### src/rtl/dmem_arbiter.sv
// Two-requester arbiter in front of a single-port data memory with registered read data.
// Define DMEM_ARB_RR_EN for round-robin arbitration; the default build uses fixed priority (m0 wins).
module dmem_arbiter #(
  parameter int ADDR_W = 15
) (
  input  logic              clk,
  input  logic              rst,

  input  logic              m0_req,
  input  logic              m0_we,
  input  logic [ADDR_W-1:0] m0_addr,
  input  logic [31:0]       m0_wdata,
  input  logic [3:0]        m0_be,
  output logic              m0_gnt,
  output logic              m0_rvalid,
  output logic [31:0]       m0_rdata,

  input  logic              m1_req,
  input  logic              m1_we,
  input  logic [ADDR_W-1:0] m1_addr,
  input  logic [31:0]       m1_wdata,
  input  logic [3:0]        m1_be,
  output logic              m1_gnt,
  output logic              m1_rvalid,
  output logic [31:0]       m1_rdata,

  output logic [ADDR_W-1:0] mem_rdaddress,
  output logic [ADDR_W-1:0] mem_wraddress,
  output logic [31:0]       mem_data,
  output logic [3:0]        mem_byteena,
  output logic              mem_wren,
  input  logic [31:0]       mem_q
);

  localparam logic ST_IDLE    = 1'b0;
  localparam logic ST_RD_WAIT = 1'b1;

`ifdef DMEM_ARB_RR_EN
  localparam logic RR_EN = 1'b1;
`else
  localparam logic RR_EN = 1'b0;
`endif

  logic state;
  logic owner;
  logic last;

  logic in_idle;
  logic in_rd_wait;
  logic any_req;
  logic both_req;
  logic sel;
  logic sel_we;

  // Winner select: sel = 1 means m1. On conflict only the round-robin build consults last.
  always_comb begin
    in_idle    = !rst && (state == ST_IDLE);
    in_rd_wait = !rst && (state == ST_RD_WAIT);
    any_req    = m0_req || m1_req;
    both_req   = m0_req && m1_req;
    if (both_req) begin
      sel = RR_EN & ~last;
    end else begin
      sel = ~m0_req;
    end
    sel_we = sel ? m1_we : m0_we;
  end

  always_comb begin
    m0_gnt = in_idle && any_req && !sel;
    m1_gnt = in_idle && any_req && sel;
  end

  // The memory port carries the granted payload only; every other cycle drives zeros.
  always_comb begin
    mem_rdaddress = '0;
    mem_wraddress = '0;
    mem_data      = '0;
    mem_byteena   = '0;
    mem_wren      = 1'b0;
    if (m0_gnt) begin
      mem_rdaddress = m0_addr;
      mem_wraddress = m0_addr;
      mem_data      = m0_wdata;
      mem_byteena   = m0_be;
      mem_wren      = m0_we;
    end else if (m1_gnt) begin
      mem_rdaddress = m1_addr;
      mem_wraddress = m1_addr;
      mem_data      = m1_wdata;
      mem_byteena   = m1_be;
      mem_wren      = m1_we;
    end
  end

  always_comb begin
    m0_rvalid = in_rd_wait && !owner;
    m1_rvalid = in_rd_wait && owner;
    m0_rdata  = m0_rvalid ? mem_q : 32'h0;
    m1_rdata  = m1_rvalid ? mem_q : 32'h0;
  end

  // Writes finish at the grant edge; reads hold the arbiter one extra cycle for mem_q.
  always_ff @(posedge clk) begin
    if (rst) begin
      state <= ST_IDLE;
      owner <= 1'b0;
      last  <= 1'b1;
    end else if (state == ST_IDLE) begin
      if (any_req) begin
        last <= sel;
        if (!sel_we) begin
          state <= ST_RD_WAIT;
          owner <= sel;
        end
      end
    end else begin
      state <= ST_IDLE;
    end
  end

endmodule

### config.mk
export PLATFORM = sky130hd
export DESIGN_NAME = dmem_arbiter
export DESIGN_NICKNAME = d
export VERILOG_FILES = /design/src/rtl/dmem_arbiter.sv
export SDC_FILE = /design/constraint.sdc
export NUM_CORES = 1
export LEC_CHECK = 0
export ABC_CLOCK_PERIOD_IN_PS = 2400
export CORE_AREA = 2 2 106 108
export CTS_CLUSTER_SIZE = 10
export DETAILED_ROUTE_END_ITERATION = 10
export DIE_AREA = 0 0 108 110
export GPL_ROUTABILITY_DRIVEN = 0
export HOLD_SLACK_MARGIN = 0.05
export PLACE_DENSITY = 0.54
export SLEW_MARGIN = 30
export SYNTH_ARGS = -nofsm -noshare
export SYNTH_HDL_FRONTEND = slang
export SYNTH_SLANG_ARGS = --single-unit
### constraint.sdc
create_clock -name clk -period 2.4 [get_ports clk]
set_clock_uncertainty 0.2 [all_clocks]
set_input_delay 0.48 -clock clk [delete_from_list [all_inputs] [get_ports clk]]
set_output_delay 0.48 -clock clk [all_outputs]
set_load 0.005 [all_outputs]
==> results.sh <==
export IMPL_critical_path_required_ps=1720
export IMPL_clockPowerShare_pct=18.5
export IMPL_fin_cells=585
export IMPL_grt_pass1_vias=2345
export IMPL_synth_area_leaders="a22o_1, and2_1, buf_4, buf_6, dfxtp_1"
export IMPL_ys_seq_area_share_pct=3.19
export IMPL_cp_end_kind="output port"
export IMPL_syn_avg_cell_area_um2=7.70
export IMPL_nets=587
export IMPL_p_sw_uw=191
export IMPL_portBuffers=274
export IMPL_crit_buf_inv=6
export IMPL_worstMarginPinSlew_ps=248
export IMPL_fin_util_pct=39.0
export IMPL_max_slew_margin_pct=83.2
export IMPL_antenna_found_initial=0
export IMPL_grt_usage_pct=13.7
export IMPL_cts_clk_slew_worst_paths_ps=30
export IMPL_cts_max_level=1
export IMPL_grt_first_pass_wirelength_um=12600
export IMPL_grt_overflow_total=0
export IMPL_period_needed_ps=2350
export IMPL_cts_tree="yes"
export IMPL_coreArea_mm2=0.0107
export IMPL_layout_drive_gt1_share_pct=25.8
export IMPL_syn_inst=163
export IMPL_yosysTopAreaCell="a22o_1"
export IMPL_yosys_warnings=0
export IMPL_final_cell_mix="clkdlybuf4s50_1, and2_1, dlygate4sd2_1"
export IMPL_n_antenna_cell=0
export IMPL_crit_arrival_ps=1670
export IMPL_rsz0062_at_grt="no"
export IMPL_intPower_uw=519
export IMPL_drc=0
export IMPL_post_route_period_util_pct=98.0
export IMPL_start_kind="primary input"
export IMPL_syn_nets=303
export IMPL_seq_power_share_pct=5.4
export IMPL_hp_class="in -> reg"
export IMPL_initial_core_util_pct=11.7
export IMPL_p_leak_uw=0.00211
export IMPL_grt_max_degree=53
export IMPL_post_drt_wl_per_cell_um=15.8
export IMPL_peakVddDrop_v=0.000108
export IMPL_synth_top_cell_area_share_pct=35.6
export IMPL_status="completed"
export IMPL_cap_violations=0
export IMPL_drtIter0Drc=58
export IMPL_finalMaxSlewViolations=0
export IMPL_power_frac_comb_pct=76.1
export IMPL_ys_ff_latch=2
export IMPL_die_width_um=108
export IMPL_crit_chain="buf_6 > buf_6 > and3b_2 > buf_6 > buf_12 > buf_4 > and2_1 > clkdlybuf4s15_1"
export IMPL_p_per_area_mw_per_mm2=170
export IMPL_synth_cell_types=19
export IMPL_crit_top_cell="buf_6"
export IMPL_clk_path_buf_depth=2
export IMPL_drt_first_pass_iters=4
export IMPL_syn_area_mm2=0.00125
export IMPL_ios=275
export IMPL_viasPerCell=4.04
export IMPL_ant_nets=0
export IMPL_postCtsHoldBufs=0
export IMPL_cts_sinks=2
export IMPL_hold_violations=0
export IMPL_routed_via_count=2366
export IMPL_row_count=38
export IMPL_setup_viol=0
export IMPL_root_buffer="clkbuf_8"
export IMPL_final_common_cell="clkdlybuf4s50_1"
export IMPL_max_freq_mhz=425
export IMPL_area_growth_pct=232
export IMPL_reg2reg_slack_ps=1120
export IMPL_cp_max_fo=5
export IMPL_sw_frac_of_total_pct=26.9
export IMPL_wl_um=9230
export IMPL_crit_type="in -> out"
export IMPL_clk_latency_ps=210
export IMPL_die_y_um=110
export IMPL_die_area_mm2=0.0119
export IMPL_cp_top_family="buffers and inverters"
export IMPL_slowest_delay_ps=240
export IMPL_cts_buffers=3
export IMPL_dp_hpwl_um=6580
export IMPL_dp_cells=554
export IMPL_cp_slowest_cell="and3b_2"
[worst register-to-register path, delay by kind of cell (launching register included)]
kind / cells / cell delay [ps]
and+or+nand+nor: 1 / 290
buffers and inverters: 1 / 150
DFF: 1 / 360
AOI/OAI and AO/OA: 1 / 220
[synth_stat cells]
cell type,n
buf_6,7
o221a_2,1
nor4b_1,1
nand2_1,1
nor4b_4,1
and2_1,64
nor3b_2,1
dfxtp_1,2
a211oi_1,2
nor3b_4,1
buf_2,5
clkbuf_1,6
inv_1,1
nand3b_1,1
a22o_1,51
buf_4,15
nand2b_1,1
or3b_2,1
and3b_1,1
[final cells by class]
| cell class | count | area (um2) |
|---|---|---|
| Clock buffer | 3 | 41.3 |
| Fill cell | 1121 | 6530 |
| Inverter | 1 | 3.75 |
| Multi-Input combinational cell | 127 | 985 |
| Sequential cell | 2 | 43.8 |
| Tap cell | 140 | 175 |
| Timing Repair Buffer | 312 | 2920 |
[registers in the layout (all words and copies together), names as in the netlist]
name   cells
state      1
owner      1
[power groups by stage]
| stage | Clock [uW] | Sequential (uW) | Combinational, uW |
|---|---|---|---|
| after floorplan | 0 | 36.5 | 150 |
| after global placement | 0 | 38.5 | 549 |
| after detailed placement | 0 | 38.7 | 550 |
| after CTS | 136 | 38.9 | 551 |
| after global routing | 140 | 38.8 | 580 |
| final | 132 | 38.3 | 540 |
[kinds of logic (layout without fill, tap and decap cells)]
kind of cell,count (synthesis),count (layout),share of synthesized area (%)
flops,2,2,3.19
buf+inv,34,316,19.3
simple gates,73,73,39.8
compound gates,54,54,37.7
[worst paths after layout]
kind / to / depth (start not counted) / startpoint
max: m1_rdata[29] / 8 / rst
min: state / 3 / rst
max reg2reg: owner / 3 / state
min reg2reg: state / 2 / state
[routing by layer]
layer  wire length, um  global-route usage (%)  up-vias
li1                  -                       -     1143
met1              3210                    14.1     1049
met2              4810                    27.1      168
met3              1140                    4.88        6
met4                70                    1.74        0
met5                 0                       0        -
[metrics by stage]
step	setup slack (ps)	instance area, um2	power, uW	TNS (ps)	hold slack, ps
after floorplan	191	1250	187	0	329
after global placement	-658	4060	587	-77340	389
after detailed placement	-687	4060	589	-80290	404
after CTS	-64.1	4270	726	-64.1	367
after global routing	5.19	4170	759	0	377
final	47.6	4170	710	0	370
[repair_timing]
| item | in CTS | in global routing |
|---|---|---|
| setup buffers | 19 | 2 |
| endpoints found under the setup margin | 135 | 62 |
| resized for setup | 297 | 48 |
| endpoints found under the hold margin | 0 | 0 |
| gates cloned | 7 | 1 |
| pin swaps | 13 | 6 |
Note: power is estimated with default switching activity, not from simulation.
